`src/rtl/hamming_decode_engine.sv`:
```
// SECDED decoder that walks encoded 16-bit words in data memory, corrects single errors,
// flags double errors and writes each 11-bit message with a 2-bit status back to memory.
module hamming_decode_engine #(
  parameter int NUM_WORDS = 15,
  parameter int SRC_BASE  = 30,
  parameter int DST_BASE  = 0
) (
  input  logic       clk,
  input  logic       reset,
  input  logic       start,
  output logic       done,
  output logic [7:0] mem_addr,
  input  logic [7:0] mem_rd_data,
  output logic       mem_wr_en,
  output logic [7:0] mem_wr_data,
  output logic [3:0] n_single,
  output logic [3:0] n_double
);

  typedef enum logic [2:0] {IDLE, RD_LO, RD_HI, CAP_HI, WR_LO, WR_HI, DONE} state_t;

  localparam logic [7:0] SRC8     = 8'(SRC_BASE);
  localparam logic [7:0] DST8     = 8'(DST_BASE);
  localparam logic [6:0] LAST_IDX = 7'(NUM_WORDS - 1);

  // Bit b of the syndrome covers every Hamming position whose index has bit b set.
  function automatic logic [15:0] syn_mask(input int b);
    logic [15:0] m;
    m = '0;
    for (int k = 1; k < 16; k++) m[k] = ((k >> b) & 1) == 1;
    return m;
  endfunction

  state_t      state_reg, state_next;
  logic [6:0]  idx_reg;
  logic [7:0]  lo_reg;
  logic [10:0] msg_reg;
  logic [1:0]  status_reg;
  logic [3:0]  n_single_reg, n_double_reg;

  logic [15:0] word;
  logic [3:0]  syndrome;
  logic        parity;
  logic        dbl_err;
  logic [10:0] msg;
  logic [7:0]  idx2;

  // The high byte arrives on the read port in CAP_HI; decode straight from it.
  assign word    = {mem_rd_data, lo_reg};
  assign parity  = ^word;
  assign dbl_err = ~parity & (syndrome != 4'd0);
  assign idx2    = {idx_reg, 1'b0};

  genvar gi;
  generate
    for (gi = 0; gi < 4; gi++) begin : g_syn
      localparam logic [15:0] MASK = syn_mask(gi);
      assign syndrome[gi] = ^(word & MASK);
    end
    // Message bit gi sits at Hamming position POS; flip it when it is the single-error site.
    for (gi = 0; gi < 11; gi++) begin : g_msg
      localparam int POS = (gi == 0) ? 3 : (gi < 4) ? gi + 4 : gi + 5;
      assign msg[gi] = word[POS] ^ (parity && (syndrome == 4'(POS)));
    end
  endgenerate

  always_ff @(posedge clk) begin
    if (reset) begin
      state_reg    <= IDLE;
      idx_reg      <= '0;
      lo_reg       <= '0;
      msg_reg      <= '0;
      status_reg   <= '0;
      n_single_reg <= '0;
      n_double_reg <= '0;
    end else begin
      state_reg <= state_next;
      case (state_reg)
        IDLE, DONE: begin
          if (start) begin
            idx_reg      <= '0;
            n_single_reg <= '0;
            n_double_reg <= '0;
          end
        end
        RD_HI: lo_reg <= mem_rd_data;
        CAP_HI: begin
          msg_reg    <= msg;
          status_reg <= {dbl_err, parity};
          if (parity && n_single_reg != 4'hF) n_single_reg <= n_single_reg + 4'd1;
          if (dbl_err && n_double_reg != 4'hF) n_double_reg <= n_double_reg + 4'd1;
        end
        WR_HI: if (idx_reg != LAST_IDX) idx_reg <= idx_reg + 7'd1;
        default: ;
      endcase
    end
  end

  always_comb begin
    state_next  = state_reg;
    mem_addr    = 8'd0;
    mem_wr_en   = 1'b0;
    mem_wr_data = 8'd0;
    case (state_reg)
      IDLE, DONE: if (start) state_next = RD_LO;
      RD_LO: begin
        mem_addr   = SRC8 + idx2;
        state_next = RD_HI;
      end
      RD_HI: begin
        mem_addr   = SRC8 + idx2 + 8'd1;
        state_next = CAP_HI;
      end
      CAP_HI: state_next = WR_LO;
      WR_LO: begin
        mem_wr_en   = 1'b1;
        mem_addr    = DST8 + idx2;
        mem_wr_data = msg_reg[7:0];
        state_next  = WR_HI;
      end
      WR_HI: begin
        mem_wr_en   = 1'b1;
        mem_addr    = DST8 + idx2 + 8'd1;
        mem_wr_data = {status_reg, 3'b000, msg_reg[10:8]};
        state_next  = (idx_reg == LAST_IDX) ? DONE : RD_LO;
      end
      default: state_next = IDLE;
    endcase
  end

  assign done     = (state_reg == DONE);
  assign n_single = n_single_reg;
  assign n_double = n_double_reg;

endmodule
```
`config.mk`:
```
export PLATFORM = sky130hd
export DESIGN_NAME = hamming_decode_engine
export DESIGN_NICKNAME = d
export VERILOG_FILES = /design/src/rtl/hamming_decode_engine.sv
export SDC_FILE = /design/constraint.sdc
export NUM_CORES = 1
export LEC_CHECK = 0
export CAP_MARGIN = 10
export CORE_ASPECT_RATIO = 1.4
export CORE_MARGIN = 4
export CORE_UTILIZATION = 55
export DETAILED_ROUTE_END_ITERATION = 7
export MAX_ROUTING_LAYER = met4
export PLACE_DENSITY = 0.8
export SYNTH_ARGS = -nofsm -noshare
export SYNTH_HDL_FRONTEND = slang
export SYNTH_SLANG_ARGS = --single-unit
export TNS_END_PERCENT = 100
```
`constraint.sdc`:
```
create_clock -name clk -period 2.5 [get_ports clk]
set_input_delay 0.75 -clock clk [delete_from_list [all_inputs] [get_ports clk]]
set_output_delay 0.75 -clock clk [all_outputs]
set_load 0.005 [all_outputs]
```
# --- Yosys cells after proc, flatten, opt, wreduce, memory -nomap -nowiden ---
# Index checks and enable logic that the tools add are counted.
# Widths: inputs -> output; s select.
classes:
  n_addsub: 6
  eq_ne: 25
  muxes: 14
  bitwise: 13
  n_reduce_logical: 27
op_table:
  columns: ["cell", "count"]
  rows:
  - ["$reduce_xor 16->1", 5]
  - ["$pmux 8 s4", 1]
  - ["$eq 4x4->1 const B", 7]
  - ["$pmux 3 s6", 1]
  - ["$add 8x1->8 const B", 2]
  - ["$pmux 4 s2", 2]
  - ["$pmux 8 s2", 1]
  - ["$mux 7", 2]
  - ["$pmux 7 s2", 1]
  - ["$logic_and 1x1->1", 13]
  - ["$eq 4x3->1 const B", 3]
  - ["$mux 4", 3]
  - ["$xor 1x1->1", 11]
  - ["$eq 3x3->1 const B", 3]
  - ["$reduce_and 3->1", 3]
  - ["$add 4x1->4 const B", 2]
  - ["$add 5x8->8 const A", 1]
  - ["$ne 2x2->1 const B", 4]
  - ["$ne 4x4->1 const B", 2]
  - ["$add 7x1->7 const B", 1]
  - ["$eq 7x4->1 const B", 1]
  - ["$ne 7x4->1 const B", 1]
  - ["$eq 3x2->1 const B", 2]
  - ["$mux 3", 2]
  - ["9 further kinds", 11]
word_totals:
  register_bits: 39

# --- Longest topological paths before layout ---
# Gate-level depths: netlist of the first run.
depth:
  ltp_word: 6
  ltp_mapped: 8
  depth_no_buf: 8

# --- Least setup slack after synthesis of the first run ---
# No wires, ideal clock.
synth_timing:
  path_type: "input-to-reg"
  from: "input port mem_rd_data[5]"
  to: "register n_double_reg[0], in the netlist n_double[0]"
  t_arrival_ps: 2313
  t_required_ps: 2438
  setup_slack_ps: 125
  cell_stages: 6
  cell_sequence: "xnor2_1 > xor2_1 > nand4_1 > a211o_1 > a2111o_1 > nand3_1"
synth_between:
  elab_chain_cells: 6
  word_cells_on_any_way: 10
  cone_classes: "eq/ne (1); bitwise (2); reduce/logical (7)"
synth_lines:
  columns: ["item", "line_no", "text"]
  rows:
  - ["start, declared", "13", "input logic [7:0] mem_rd_data,"]
  - ["$reduce_xor 16->1, on equally long branches", "58, 50", null]
  - ["$reduce_bool 4->1 or $not 1->1 (tied branches)", "51", "assign dbl_err = ~parity & (syndrome != 4'd0);"]
  - ["$and 1x1->1 (*)", "51", null]
  - ["$logic_and 1x1->1 (*)", "91", "if (dbl_err && n_double_reg != 4'hF) n_double_reg <= n_double_reg + 4'd1;"]
  - ["$ne 2x2->1 (no source line) (*)", null, null]
  - ["$reduce_and 3->1 (no source line) (*)", null, null]
  - ["end signal, assigned", "91", null]
  - ["end, declared", "39", "logic [3:0] n_single_reg, n_double_reg;"]
# Mark *: on every way between the ends. The rest lies on a longest branch, timed or not.
# A chain may end at the register's enable or synchronous reset.

# --- Worst setup path after layout of the first run ---
layout_timing:
  from: "input port mem_rd_data[4]"
  to: "register msg_reg[4]"
layout_between:
  elab_chain_cells: 4
  word_cells_on_any_way: 6
  cone_classes: "eq/ne (1); bitwise (1); reduce/logical (4)"
layout_lines:
  columns: ["item", "line_no", "text"]
  rows:
  - ["$reduce_xor 16->1", "58", "assign syndrome[gi] = ^(word & MASK);"]
  - ["$eq 4x4->1", "63", "assign msg[gi] = word[POS] ^ (parity && (syndrome == 4'(POS)));"]
  - ["$logic_and 1x1->1 (*)", "63", null]
  - ["$xor 1x1->1 (*)", "63", null]
  - ["end signal, assigned", "88", "msg_reg <= msg;"]
  - ["end, declared", "37", "logic [10:0] msg_reg;"]
# Marked as above.

==> flow_metrics.tcl, run 1 <==
set metrics [dict create \
    fin_worst_skew_ps 3.94 \
    dieArea_um2 6030 \
    path_buf_inv 4 \
    rsz0062_at_grt "yes" \
    fp.dieW_um 66.8 \
    yosysSeqAreaShare_pct 29.3 \
    min_period_ps 2640 \
    crit_family "buffers and inverters" \
    finalCritPeriodShare_pct 105 \
    num_vias 2858 \
    viasPerCell 6.13 \
    fin_util_pct 84.4 \
    synth.distinct_cells 47 \
    max_freq_ghz 0.379 \
    drcViolationCount 0 \
    grt_pass1_wl_um 13200 \
    placement.io_buffers 36 \
    synth_area_leaders "dfxtp_1 (29%), xor2_1 (7.6%), nor2_1 (5.9%)" \
    crit_path_start_kind "primary input" \
    syn2layout_area_growth_pct 46.1 \
    synth_edf_count 0 \
    root_buffer "clkbuf_8" \
    ys_async_sr_fraction_pct 0 \
    relSlewSlack_pct 59.6 \
    final.setup.tns_ps -241 \
    drv_slew 0 \
    syn-cell-area_um2 2660 \
    cts_tree "built" \
    layout_commonest_cell "buf_4" \
    synth_top_area_share_pct 29.3 \
    yosys_warnings 0 \
    ios 37 \
    synth_area_leader_cell "dfxtp_1" \
    worstHoldPathType "reg -> reg" \
    ir_drop_uv 379 \
    synthFlopType "dfxtp_1" \
    nFillCells 286 \
    cp-end-kind "flop" \
    wl_per_cell_um 19.4 \
    numCtsBuffers 5 \
    worstPathRequired_ps 2700 \
    htree_levels 2 \
    criticalPathCategory "in -> reg" \
    grt.total_usage_pct 28.5 \
    crit_arrival_ps 2840 \
    ant_nets 0 \
    crit_slowest_cell "a211oi_1" \
    grt_pass1_vias 2870 \
    firstDrtPassIters 5 \
    synth_seq_cells 39 \
    rows 29 \
    setup_slack_ps -136 \
    setup_violations 5 \
    crit_chain "dlygate4sd2_1 > xor2_2 > buf_4 > xnor2_4 > buf_4 > nor4_1 > buf_4 > o22ai_1 > xor2_1 > a211oi_1" \
    antenna_found_initial 0 \
    core_um2 4610 \
    gp_congestion 0.933 \
    violations "setup timing" \
    synth_nets 339 \
    dpl.hpwl_um 5200 \
    diodes 0 \
    p_per_area_nw_per_um2 524 \
    grt_max_degree 22 \
    place_ws_ps -585 \
    initial_core_util_pct 57.8 \
    insertion_delay_ps 300 \
    drive_above_1_share_pct 31.2 \
    die_y_um 90.3 \
    worstPathMaxFanout 4 \
    power_leakage_nw 1.52 \
    synth_area_per_cell_um2 8.24 \
    outcome "finished, violations left" \
    crit_top_cell "buf_4" \
    cts_sinks 39 \
    largest_reg_flops 11 \
    synthCells 323 \
    cts.path.max_buffers 2 \
    hold_viol_final 0 \
    wl_um 9020 \
    final_cell_mix "buf_4 (48), nor2_1 (42), dfxtp_1 (34)" \
    cap_violations 0 \
    clkTransAtPathRegs_ps 70 \
    max_stage_delay_ps 310 \
    worstMarginPinSlew_ps 606 \
    drtIter0Drc 198 \
    grt_remaining_overflow 0 \
    final_nets 420 \
]
[timing repair]
item / in CTS / in global routing
hold buffers: 0 / 0
gates resized for setup: 53 / 39
setup endpoints to repair: 32 / 28
buffers inserted: 6 / 4
cloned: 0 / 0
pin swaps: 15 / 9
[stage by stage]
step           hold WS (ps)  total power, mW  instances  instance area [µm²]
2_1_floorplan           436             1.08        323                 2660
3_3_place_gp            448             1.32        450                 3380
3_5_place_dp            453             1.33        450                 3380
4_1_cts                 465             1.87        463                 3720
5_1_grt                 489             2.11        466                 3890
6_report                473             2.04        466                 3890
[power by group]
part	leakage [nW]	switching (mW)	total, mW	internal (mW)
sequential	0.318	0.0241	0.666	0.642
combinational	1.15	0.515	0.925	0.410
clock	0.0470	0.230	0.446	0.217
total	1.52	0.769	2.04	1.27
[layout make-up]
cell class	count	area, µm²	area share [%]
Tap cell	62	77.6	2.00
Timing Repair Buffer	89	761	19.6
Sequential cell	39	787	20.2
Multi-Input combinational cell	260	2140	55.1
Clock buffer	6	82.6	2.12
Clock inverter	1	5.00	0.129
Inverter	9	33.8	0.869
[cell usage after synthesis, drive strengths merged (3+ instances only)]
| master | n |
|---|---|
| nor3 | 10 |
| inv | 8 |
| nand2b | 7 |
| mux2i | 15 |
| buf | 3 |
| ha | 5 |
| xnor2 | 17 |
| nor3b | 3 |
| xor2 | 30 |
| nand3 | 12 |
| nor2 | 42 |
| a31oi | 7 |
| or3 | 3 |
| nor4 | 10 |
| clkbuf | 12 |
| dfxtp | 39 |
| a211oi | 13 |
| nand2 | 17 |
| a21oi | 13 |
| nand4 | 6 |
| o21ai | 14 |
| o22ai | 13 |
[per-layer routing]
metal / vias up / share of wire (%) / global-route usage (%)
met5: - / 0 / -
li1: 1313 / - / -
met3: 47 / 5.3 / 4.98
met2: 136 / 54 / 50.1
met1: 1362 / 35 / 28.1
met4: 0 / 5.2 / 16.9
[worst register-to-register path: stages, from the launching register on]
cell and delay, ps:
dfxtp_1 480, xor2_2 300, xor2_2 530, nand4_1 190, a211o_1 380, and2_4 220
o32ai_2 250
[logic make-up (layout without fill, tap and decap cells)]
kind of cell	Yosys count	after routing	share of synthesized area (%)
DFF	39	39	29.3
adders and majority gates	5	5	2.35
buffers and inverters	24	105	3.43
muxes	15	15	5.64
xor gates and xnor gates	47	47	18.0
AOI/OAI and AO/OA	72	72	18.3
and+or+nand+nor	121	121	22.9
[final timing paths]
check,start,slack [ps],end,cells after the start
worst max-delay path,mem_rd_data[4],-140,msg_reg[4]$_SDFFE_PP0P_,10
worst min-delay path,status_reg[0]$_SDFFE_PP0P_,470,status_reg[0]$_SDFFE_PP0P_,2
worst max register to register,lo_reg[3]$_SDFFE_PP0P_,70,n_double[1]$_SDFFE_PP0P_,6
worst min register to register,status_reg[0]$_SDFFE_PP0P_,470,status_reg[0]$_SDFFE_PP0P_,2
Note: power is estimated with default switching activity, not from simulation.
==> run 2: changes to the inputs <==
Settings changed: MAX_ROUTING_LAYER met4 to default, SKIP_LAST_GASP from default to 1.
==> run 2 against run 1 <==
  * The run still ends with setup timing left
  * Flip-flop and latch count did not move
  * First-iteration DRC count rose by 13%
  * Critical path depth did not move
  * Clock-buffer cell count did not move
  * Hold slack got worse by 8.8 ps
  * Largest cell class unchanged
  * Highest routed layer unchanged
==> flow_metrics.tcl, run 2 (synthesis gave the netlist of run 1 again) <==
set metrics [dict create \
    grt_pass1_vias 2892 \
    criticalPathCategory "in -> reg" \
    wl_per_cell_um 19.7 \
    setup_slack_ps -155 \
    outcome "finished, violations left" \
    rsz0062_at_grt "yes" \
    cts_sinks 39 \
    crit_path_start_kind "primary input" \
    clkTransAtPathRegs_ps 80 \
    crit_start "mem_rd_data[5]" \
    rows 29 \
    core_um2 4610 \
    numCtsBuffers 5 \
    final_cell_area_um2 3840 \
    fin_hold_ws_ps 464 \
    dpl.hpwl_um 5240 \
    p_per_area_nw_per_um2 532 \
    grt.total_usage_pct 28.8 \
    violations "setup timing" \
    max_stage_delay_ps 320 \
    layout_commonest_cell "buf_4" \
    setup_violations 12 \
    min_period_ps 2660 \
    finalCritPeriodShare_pct 106 \
    cap_violations 0 \
    final_nets 419 \
    worstPathMaxFanout 4 \
    drv_slew 0 \
    root_buffer "clkbuf_8" \
    drcViolationCount 0 \
    crit_slowest_cell "a211oi_1" \
    max_freq_ghz 0.377 \
    firstDrtPassIters 5 \
    gp_congestion 0.977 \
    placement.io_buffers 36 \
    syn2layout_area_growth_pct 44.3 \
    grt_max_degree 22 \
    ios 37 \
    crit_family "buffers and inverters" \
    reg2reg_from "lo_reg[3]$_SDFFE_PP0P_" \
    drive_above_1_share_pct 31.3 \
    wl_um 9180 \
    power_leakage_nw 1.47 \
    hp-start "status_reg[0]$_SDFFE_PP0P_" \
    num_vias 2884 \
    crit_arrival_ps 2840 \
    hold_viol_final 0 \
    grt_pass1_wl_um 13600 \
    antenna_found_initial 0 \
    cp-end-kind "flop" \
    worstHoldPathType "reg -> reg" \
    initial_core_util_pct 57.8 \
    crit_chain "dlygate4sd2_1 > buf_4 > xnor2_4 > xnor2_2 > buf_4 > nor3_1 > buf_4 > o22ai_1 > xor2_1 > a211oi_1" \
    fin_worst_skew_ps 5.95 \
    worstPathRequired_ps 2690 \
    final_cell_mix "buf_4 (49), nor2_1 (41), dfxtp_1 (34)" \
    relSlewSlack_pct 40.5 \
    cts_tree "built" \
    dpl-instance-area_um2 3350 \
    ir_drop_uv 488 \
    path_buf_inv 4 \
    final_cells 465 \
    drtIter0Drc 223 \
    insertion_delay_ps 290 \
    grt_remaining_overflow 0 \
    viasPerCell 6.20 \
    cts.path.max_buffers 2 \
    diodes 0 \
    worstMarginPinSlew_ps 887 \
    dieArea_um2 6030 \
    ant_nets 0 \
    die_y_um 90.3 \
    fp.dieW_um 66.8 \
    largest_reg_flops 11 \
    placed_cells 447 \
    crit_top_cell "buf_4" \
    place_ws_ps -581 \
    htree_levels 2 \
]
==> run 2: cell count changes in the layout (fill, tap and decap cells not counted), sizes merged <==
cell and change:
clkinv -1, dlygate4sd2 -2, buf -1, bufinv +1, clkbuf +1, clkdlybuf4s15 +1
==> run 2: path summary, 6_finish.rpt <==
| path | cells after the start | to | slack (ps) |
|---|---|---|---|
| min | 2 | status_reg[0]$_SDFFE_PP0P_ | 460 |
| max reg2reg | 6 | n_double[0]$_SDFFE_PP0P_ | -60 |
| min reg2reg | 2 | status_reg[0]$_SDFFE_PP0P_ | 460 |
| max | 10 | msg_reg[0]$_SDFFE_PP0P_ | -160 |
==> run 2: final cells by class <==
| type | count | area (µm²) |
|---|---|---|
| Fill cell | 300 | 767 |
| Timing Repair Buffer | 88 | 739 |
| Clock buffer | 6 | 72.6 |
| Multi-Input combinational cell | 260 | 2100 |
| Clock inverter | 1 | 30.0 |
| Tap cell | 62 | 77.6 |
| Inverter | 9 | 33.8 |
| Sequential cell | 39 | 792 |
==> run 2: metrics by stage <==
stage	power, mW	setup TNS (ps)	util (%)
6_report	2.04	-557	83.4
5_1_grt	2.12	-1300	83.4
4_1_cts	1.90	-94.2	79.9
3_5_place_dp	1.32	-9920	72.7
3_3_place_gp	1.31	-8830	72.7
2_1_floorplan	1.08	0	-
==> run 2: timing repair <==
action / CTS / global route
hold buffers: 0 / 0
endpoints found under the hold margin: 0 / 0
buffers inserted: 7 / 4
resized for setup: 47 / 43
pin swaps: 11 / 14
endpoints found under the setup margin: 32 / 24
==> run 2: worst min-delay path, delay by kind of cell, from the launching register on <==
family / cells / cell delay (ps)
DFF: 1 / 320
AOI/OAI and AO/OA: 1 / 60
and+or+nand+nor: 1 / 50
==> run 2: routing by layer <==
| layer | GRT usage, % | up-vias | share of wire, % |
|---|---|---|---|
| li1 | - | 1317 | - |
| met4 | 15.8 | 0 | 6.5 |
| met3 | 4.23 | 55 | 5.4 |
| met1 | 30.0 | 1364 | 34 |
| met5 | 0 | - | 0 |
| met2 | 52.7 | 148 | 54 |
==> run 2: where the power goes <==
group          total (mW)  switching [mW]  leakage, nW  internal [mW]
clock               0.517           0.224       0.0513          0.293
sequential          0.666          0.0252        0.318          0.641
combinational       0.859           0.493         1.10          0.366
total                2.04           0.742         1.47           1.30
